`src/rtl/mem_access_pkg.sv`:
```
// mem_access_pkg: shared types and constants for the memory access unit.
//   mem_state_t   : access FSM states (IDLE, REQ, WAIT, DONE)
//   TO_W          : timeout counter width, sized for the largest legal timeout (255)
//   ALIGN_MASK    : low address bits that must be zero for a word access
//   STAT_W        : width of the optional statistics counters
package mem_access_pkg;

  typedef enum logic [1:0] {
    IDLE = 2'd0,
    REQ  = 2'd1,
    WAIT = 2'd2,
    DONE = 2'd3
  } mem_state_t;

  localparam int unsigned MAX_TIMEOUT = 255;
  localparam int unsigned TO_W        = $clog2(MAX_TIMEOUT + 1);
  localparam logic [1:0]  ALIGN_MASK  = 2'b11;
  localparam int unsigned STAT_W      = 16;

  // True when a byte address is not word aligned.
  function automatic logic is_misaligned(input logic [1:0] lsb);
    return (lsb & ALIGN_MASK) != 2'b00;
  endfunction

endpackage

```
`src/rtl/mem_access_unit_if.sv`:
```
// mem_access_unit_if: req/ack memory bus between the access unit and memory.
//   mem_req   : bus request (master -> slave)
//   mem_we    : write enable, valid while mem_req=1
//   mem_addr  : latched byte address
//   mem_wdata : latched store data
//   mem_ack   : acknowledge; mem_rdata valid in the same cycle (slave -> master)
//   mem_rdata : read data
interface mem_access_unit_if #(
  parameter int unsigned ADDR_W = 32,
  parameter int unsigned DATA_W = 32
);
  logic              mem_req;
  logic              mem_we;
  logic [ADDR_W-1:0] mem_addr;
  logic [DATA_W-1:0] mem_wdata;
  logic              mem_ack;
  logic [DATA_W-1:0] mem_rdata;

  modport master (
    output mem_req, mem_we, mem_addr, mem_wdata,
    input  mem_ack, mem_rdata
  );

  modport slave (
    input  mem_req, mem_we, mem_addr, mem_wdata,
    output mem_ack, mem_rdata
  );
endinterface

```
`src/rtl/access_timeout.sv`:
```
// access_timeout: clearable up-counter that stops at a programmable limit.
//   clk, rst_n : clock, async active-low reset
//   clear      : synchronous clear to zero (wins over enable)
//   enable     : count one step this cycle (holds once count == limit)
//   limit      : terminal value
//   count      : current count (registered)
//   term_c     : count has reached limit (decode of the count register)
module access_timeout #(
  parameter int unsigned W = 8
) (
  input  logic         clk,
  input  logic         rst_n,
  input  logic         clear,
  input  logic         enable,
  input  logic [W-1:0] limit,
  output logic [W-1:0] count,
  output logic         term_c
);

  assign term_c = (count == limit);

  // Saturating count: never advances past limit.
  always_ff @(posedge clk or negedge rst_n) begin
    if (!rst_n) begin
      count <= '0;
    end else if (clear) begin
      count <= '0;
    end else if (enable && !term_c) begin
      count <= count + W'(1);
    end
  end

endmodule

```
`src/rtl/mem_access_unit.sv`:
```
// mem_access_unit: stalls the single-cycle datapath while one load/store is
// carried out on a slower req/ack memory bus.
//   clk, reset          : clock, async active-low reset
//   MemRead, MemWrite   : datapath load/store request (write wins if both)
//   Addr, WriteData     : byte address and store data, latched on accept
//   ReadData            : load result (0 after misalign or timeout)
//   Stall               : high while an access is outstanding (combinational
//                         in the accepting IDLE cycle)
//   bus                 : mem_access_unit_if master (mem_req/we/addr/wdata, mem_ack/rdata)
//   err_clear           : synchronous clear of the sticky errors (set wins)
//   err_misalign        : sticky, misaligned access rejected
//   err_timeout         : sticky, bus access timed out
//   stat_loads/stat_stores/stat_wait_cycles : saturating counters when
//                         MEM_ACCESS_STATS_EN is defined, constant 0 otherwise
module mem_access_unit
  import mem_access_pkg::*;
#(
  parameter int unsigned ADDR_W         = 32,
  parameter int unsigned DATA_W         = 32,
  parameter int unsigned TIMEOUT_CYCLES = 16
) (
  input  logic                clk,
  input  logic                reset,
  input  logic                MemRead,
  input  logic                MemWrite,
  input  logic [ADDR_W-1:0]   Addr,
  input  logic [DATA_W-1:0]   WriteData,
  output logic [DATA_W-1:0]   ReadData,
  output logic                Stall,
  mem_access_unit_if.master   bus,
  input  logic                err_clear,
  output logic                err_misalign,
  output logic                err_timeout,
  output logic [STAT_W-1:0]   stat_loads,
  output logic [STAT_W-1:0]   stat_stores,
  output logic [STAT_W-1:0]   stat_wait_cycles
);

  // WAIT cycle k sees count k-1, so the limit is one below the timeout.
  localparam logic [TO_W-1:0] TO_LIMIT = TO_W'(TIMEOUT_CYCLES - 1);

  mem_state_t        state, state_nx;
  logic              req_c, misalign_c, accept_c, ack_c, timeout_c, stall_c;
  logic              to_clear, to_enable, to_term;
  logic [TO_W-1:0]   to_count_unused;

  logic              is_write_q;
  logic [ADDR_W-1:0] addr_q;
  logic [DATA_W-1:0] wdata_q;
  logic [DATA_W-1:0] rdata_q;
  logic              mem_req_q, mem_we_q;
  logic              err_mis_q, err_to_q;

  // State register.
  always_ff @(posedge clk or negedge reset) begin
    if (!reset) begin
      state <= IDLE;
    end else begin
      state <= state_nx;
    end
  end

  // Next state and per-cycle controls; an ack seen in REQ completes like a WAIT ack.
  always_comb begin
    state_nx   = state;
    stall_c    = 1'b0;
    to_clear   = 1'b1;
    to_enable  = 1'b0;
    accept_c   = 1'b0;
    ack_c      = 1'b0;
    timeout_c  = 1'b0;
    req_c      = MemRead | MemWrite;
    misalign_c = is_misaligned(Addr[1:0]);
    unique case (state)
      IDLE: begin
        if (req_c) begin
          stall_c  = 1'b1;
          accept_c = 1'b1;
          state_nx = misalign_c ? DONE : REQ;
        end
      end
      REQ: begin
        stall_c = 1'b1;
        if (bus.mem_ack) begin
          ack_c    = 1'b1;
          state_nx = DONE;
        end else begin
          state_nx = WAIT;
        end
      end
      WAIT: begin
        stall_c   = 1'b1;
        to_clear  = 1'b0;
        to_enable = 1'b1;
        if (bus.mem_ack) begin
          ack_c    = 1'b1;
          state_nx = DONE;
        end else if (to_term) begin
          timeout_c = 1'b1;
          state_nx  = DONE;
        end
      end
      DONE: begin
        state_nx = IDLE;
      end
      default: begin
        state_nx = IDLE;
      end
    endcase
  end

  // Reset must drop Stall at once even if the datapath still holds a request.
  assign Stall = reset & stall_c;

  access_timeout #(.W(TO_W)) u_timeout (
    .clk    (clk),
    .rst_n  (reset),
    .clear  (to_clear),
    .enable (to_enable),
    .limit  (TO_LIMIT),
    .count  (to_count_unused),
    .term_c (to_term)
  );

  // Request latch, bus drive, load data and sticky errors.
  always_ff @(posedge clk or negedge reset) begin
    if (!reset) begin
      is_write_q <= 1'b0;
      addr_q     <= '0;
      wdata_q    <= '0;
      rdata_q    <= '0;
      mem_req_q  <= 1'b0;
      mem_we_q   <= 1'b0;
      err_mis_q  <= 1'b0;
      err_to_q   <= 1'b0;
    end else begin
      mem_req_q <= (state_nx == REQ) || (state_nx == WAIT);
      if (accept_c) begin
        addr_q     <= Addr;
        wdata_q    <= WriteData;
        is_write_q <= MemWrite;
        if (misalign_c) begin
          rdata_q <= '0;
        end else begin
          mem_we_q <= MemWrite;
        end
      end
      if (ack_c) begin
        mem_we_q <= 1'b0;
        if (!is_write_q) begin
          rdata_q <= bus.mem_rdata;
        end
      end
      if (timeout_c) begin
        mem_we_q <= 1'b0;
        rdata_q  <= '0;
      end
      err_mis_q <= (accept_c & misalign_c) | (err_mis_q & ~err_clear);
      err_to_q  <= timeout_c | (err_to_q & ~err_clear);
    end
  end

  assign bus.mem_req   = mem_req_q;
  assign bus.mem_we    = mem_we_q;
  assign bus.mem_addr  = addr_q;
  assign bus.mem_wdata = wdata_q;
  assign ReadData      = rdata_q;
  assign err_misalign  = err_mis_q;
  assign err_timeout   = err_to_q;

`ifdef MEM_ACCESS_STATS_EN
  localparam logic [STAT_W-1:0] STAT_MAX = '1;
  logic [2:0] stat_sat_unused;

  access_timeout #(.W(STAT_W)) u_stat_loads (
    .clk    (clk),
    .rst_n  (reset),
    .clear  (1'b0),
    .enable (ack_c & ~is_write_q),
    .limit  (STAT_MAX),
    .count  (stat_loads),
    .term_c (stat_sat_unused[0])
  );

  access_timeout #(.W(STAT_W)) u_stat_stores (
    .clk    (clk),
    .rst_n  (reset),
    .clear  (1'b0),
    .enable (ack_c & is_write_q),
    .limit  (STAT_MAX),
    .count  (stat_stores),
    .term_c (stat_sat_unused[1])
  );

  access_timeout #(.W(STAT_W)) u_stat_wait (
    .clk    (clk),
    .rst_n  (reset),
    .clear  (1'b0),
    .enable (Stall),
    .limit  (STAT_MAX),
    .count  (stat_wait_cycles),
    .term_c (stat_sat_unused[2])
  );
`else
  assign stat_loads       = '0;
  assign stat_stores      = '0;
  assign stat_wait_cycles = '0;
`endif

endmodule

```
`src/flat_wrapper.sv`:
```
// flat-port wrapper written by rule: the top's interface ports become plain ports
module mem_access_unit_flat import mem_access_pkg::*;
#(
  parameter int unsigned ADDR_W         = 32,
  parameter int unsigned DATA_W         = 32,
  parameter int unsigned TIMEOUT_CYCLES = 16
)
  (clk, reset, MemRead, MemWrite, Addr, WriteData, ReadData, Stall, err_clear, err_misalign, err_timeout, stat_loads, stat_stores, stat_wait_cycles, bus_mem_req, bus_mem_we, bus_mem_addr, bus_mem_wdata, bus_mem_ack, bus_mem_rdata);
  mem_access_unit_if #(.ADDR_W(ADDR_W), .DATA_W(DATA_W)) bus_i ();
  input  logic clk;
  input  logic reset;
  input  logic MemRead;
  input  logic MemWrite;
  input  logic [ADDR_W-1:0] Addr;
  input  logic [DATA_W-1:0] WriteData;
  output logic [DATA_W-1:0] ReadData;
  output logic Stall;
  input  logic err_clear;
  output logic err_misalign;
  output logic err_timeout;
  output logic [STAT_W-1:0] stat_loads;
  output logic [STAT_W-1:0] stat_stores;
  output logic [STAT_W-1:0] stat_wait_cycles;
  output wire logic [$bits(bus_i.mem_req)-1:0] bus_mem_req;
  output wire logic [$bits(bus_i.mem_we)-1:0] bus_mem_we;
  output wire logic [$bits(bus_i.mem_addr)-1:0] bus_mem_addr;
  output wire logic [$bits(bus_i.mem_wdata)-1:0] bus_mem_wdata;
  input wire logic [$bits(bus_i.mem_ack)-1:0] bus_mem_ack;
  input wire logic [$bits(bus_i.mem_rdata)-1:0] bus_mem_rdata;
  assign bus_mem_req = bus_i.mem_req;
  assign bus_mem_we = bus_i.mem_we;
  assign bus_mem_addr = bus_i.mem_addr;
  assign bus_mem_wdata = bus_i.mem_wdata;
  assign bus_i.mem_ack = bus_mem_ack;
  assign bus_i.mem_rdata = bus_mem_rdata;
  mem_access_unit #(.ADDR_W(ADDR_W), .DATA_W(DATA_W), .TIMEOUT_CYCLES(TIMEOUT_CYCLES)) u_core (.clk(clk), .reset(reset), .MemRead(MemRead), .MemWrite(MemWrite), .Addr(Addr), .WriteData(WriteData), .ReadData(ReadData), .Stall(Stall), .bus(bus_i), .err_clear(err_clear), .err_misalign(err_misalign), .err_timeout(err_timeout), .stat_loads(stat_loads), .stat_stores(stat_stores), .stat_wait_cycles(stat_wait_cycles));
endmodule
```
`config.mk`:
```
export PLATFORM = sky130hd
export DESIGN_NAME = mem_access_unit_flat
export DESIGN_NICKNAME = d
export VERILOG_FILES = /design/src/rtl/mem_access_pkg.sv /design/src/rtl/mem_access_unit_if.sv /design/src/rtl/access_timeout.sv /design/src/rtl/mem_access_unit.sv /design/src/flat_wrapper.sv
export SDC_FILE = /design/constraint.sdc
export NUM_CORES = 1
export LEC_CHECK = 0
export BUFFER_PORTS_ARGS = -buffer_cell sky130_fd_sc_hd__clkbuf_2
export CORE_ASPECT_RATIO = 1.75
export CORE_MARGIN = 4
export CORE_UTILIZATION = 50
export CTS_BUF_LIST = sky130_fd_sc_hd__clkbuf_8
export DETAILED_ROUTE_END_ITERATION = 8
export GPL_ROUTABILITY_DRIVEN = 0
export PLACE_DENSITY_LB_ADDON = 0.3
export SLEW_MARGIN = 40
export SYNTH_ARGS = -nofsm -noshare
export SYNTH_HDL_FRONTEND = slang
export SYNTH_HIERARCHICAL = 1
export SYNTH_SLANG_ARGS = --single-unit
```
`constraint.sdc`:
```
create_clock -name clk -period 2.6 [get_ports clk]
set_input_delay 0.26 -clock clk [delete_from_list [all_inputs] [get_ports clk]]
set_output_delay 0.26 -clock clk [all_outputs]
set_load 0.05 [all_outputs]
```
==> impl_metrics.env <==
export IMPL_synth_largest_area_cell="dfrtp_1"
export IMPL_whs_ps=-15.1
export IMPL_postRouteAntennaNets=0
export IMPL_synth_commonest_cells="111 x dfrtp_1, 49 x buf_4, 38 x nand2_1"
export IMPL_cts_hold_buf=0
export IMPL_ctsResizeCount=0
export IMPL_start_util_pct=51.2
export IMPL_netlist_instances=432
export IMPL_vias=3877
export IMPL_instances_no_fill=765
export IMPL_slew_limit_headroom_pct=60.8
export IMPL_drt_iter0_drc=208
export IMPL_ys_seq_elements=111
export IMPL_clkSinkCount=111
export IMPL_coreArea_um2=9910
export IMPL_end_kind="output port"
export IMPL_dieHeight_um=141
export IMPL_critPathArrivalTime_ps=2090
export IMPL_power_density_nw_per_um2=1490
export IMPL_grt_max_degree=112
export IMPL_dr_pass1_iters=4
export IMPL_max_freq_mhz=425
export IMPL_drive_above_1_share_pct=41.9
export IMPL_slew_viol_final=0
export IMPL_finalCritPeriodShare_pct=90.5
export IMPL_wl_per_cell_um=16.2
export IMPL_dp_cells=748
export IMPL_h_tree_depth=3
export IMPL_required_ps=2340
export IMPL_syn_avg_cell_area_um2=11.7
export IMPL_status="finished, violations left"
export IMPL_first_global_vias=4095
export IMPL_setup_tns_ps=0
export IMPL_dominantRegCellSynth="dfrtp_1"
export IMPL_tightest_slew_ps=588
export IMPL_numCtsBuffers=9
export IMPL_start_kind="register"
export IMPL_cts_setup_buffers=0
export IMPL_grtUsageTotal_pct=20.8
export IMPL_synth_cell_type_count=42
export IMPL_maxCapViolations=0
export IMPL_cts_max_path_buffers=2
export IMPL_ys_warn_count=6
export IMPL_drc=0
export IMPL_clk_latency_ps=370
export IMPL_ys_seq_area_share_pct=54.8
export IMPL_place_port_buffers=202
export IMPL_cts_root_buf="clkbuf_8"
export IMPL_p_leak_nw=3.15
export IMPL_rows=48
export IMPL_vias_per_cell=5.07
export IMPL_critical_path_max_stage_delay_ps=460
export IMPL_synthTopCellsByArea="dfrtp_1 55%, mux2_2 7.8%, buf_4 7.3%"
export IMPL_crit_chain="inv_1, ha_1, o21ai_4, nor2b_1, nor3b_1, clkbuf_2"
export IMPL_synth_most_common_cell="dfrtp_1"
export IMPL_io_pins=251
export IMPL_period_needed_ps=2350
export IMPL_cts_clk_slew_worst_paths_ps=100
export IMPL_setup_viol=0
export IMPL_nets=743
export IMPL_grt_pass1_wl_mm=19.8
export IMPL_synthesis_area_um2=5070
export IMPL_synth_edf_count=0
export IMPL_finalHoldViolations=13
export IMPL_grt_antenna_before_repair=1
export IMPL_area_growth_pct=22.7
export IMPL_grt_overflow_total=0
export IMPL_finClkSkew_ps=9.95
export IMPL_dieArea_um2=11900
export IMPL_hold_class="primary input to async pin"
export IMPL_violations="hold timing"
export IMPL_rsz0062_at_grt="no"
export IMPL_cts_tree="yes"
export IMPL_dieWidth_um=84.1
export IMPL_crit_type="register to output port"
export IMPL_dp_hpwl_mm=9.32
export IMPL_ys_async_sr_fraction_pct=100
export IMPL_cp_max_fo=12
export IMPL_cpMaxStageDelayCell="dfrtp_1"
export IMPL_ir_drop_mv=1.09
export IMPL_drt_total_wl_mm=12.4
export IMPL_synth_top_area_share_pct=54.8
-- power breakdown --
part	switching [mW]	leakage (nW)	internal, mW
clock	0.588	0.0849	0.379
combinational	4.02	1.69	1.38
sequential	0.423	1.37	2.49
total	5.03	3.15	4.25
-- layout by cell type (no fill, tap or decap), types with 10 or more instances in the layout --
master    count
clkbuf_2    201
dfrtp_1     111
conb_1       56
nand2_1      38
nand3_1      37
mux2_2       35
a21oi_1      34
mux2_1       30
clkbuf_8     10
nor2_1       10
-- per-layer routing --
metal | track usage [%] | routed length, um | vias up
li1 | - | - | 1775
met2 | 38.4 | 6870 | 178
met3 | 7.08 | 1150 | 17
met4 | 6.86 | 182 | 2
met5 | 0 | 13 | -
met1 | 21.6 | 4190 | 1905
-- cell type report --
class                           count  area, um^2
Sequential cell                   111        2780
Clock buffer                       10         138
Timing Repair Buffer              208        1080
Clock inverter                      6        45.0
Tap cell                          125         156
Antenna cell                        1        2.50
Multi-Input combinational cell    297        1990
Fill cell                         862        3690
Inverter                            7        26.3
-- worst max-delay path, delay by kind of cell (launching register included) --
family,cells,cell delay (ps)
compound gates,1,180
fa+ha+maj,1,280
buf+inv,2,460
flops,1,460
simple gates,2,360
-- final timing paths --
path,from,to,slack [ps],cells past startpoint
setup / recovery,u_core/state[0],Stall,250,6
hold / removal,reset,u_core/ReadData[14],-20,2
setup reg to reg,u_core/state[0],u_core/bus.mem_wdata[3],640,5
hold reg to reg,u_core/bus.mem_addr[9],u_core/bus.mem_addr[9],500,1
max in group asynchronous,reset,u_core/ReadData[10],2170,2
min in group clk,Addr[16],u_core/bus.mem_addr[16],100,2
-- sequential cells by signal (all words and copies together), names as in the netlist --
signal and flops:
u_core/state 2, u_core/is_write_q 1, u_core/err_misalign 1, u_core/bus.mem_addr 32
u_core/bus.mem_we 1, u_core/bus.mem_wdata 32, u_core/err_timeout 1, u_core/u_timeout/count 8
u_core/bus.mem_req 1, u_core/ReadData 32
-- cell families after synthesis --
group | synth area share [%]
other cells | 0.148
buf+inv | 10.1
fa+ha+maj | 1.73
mux | 14.6
simple gates | 10.1
xor+xnor | 2.57
compound gates | 5.90
flops | 54.8
-- metrics by stage --
stage	cell area (um^2)	setup slack (ps)	hold WS, ps	power (mW)	utilization (%)
global route	6220	82.9	23.9	9.76	62.8
CTS	6220	211	12.4	9.36	62.8
global placement	6040	664	421	8.22	60.9
finish	6220	246	-15.1	9.28	62.8
detailed placement	6040	639	430	8.39	60.9
floorplan	5270	35.4	-35.6	7.14	-
(Power assumes the default switching activity.)
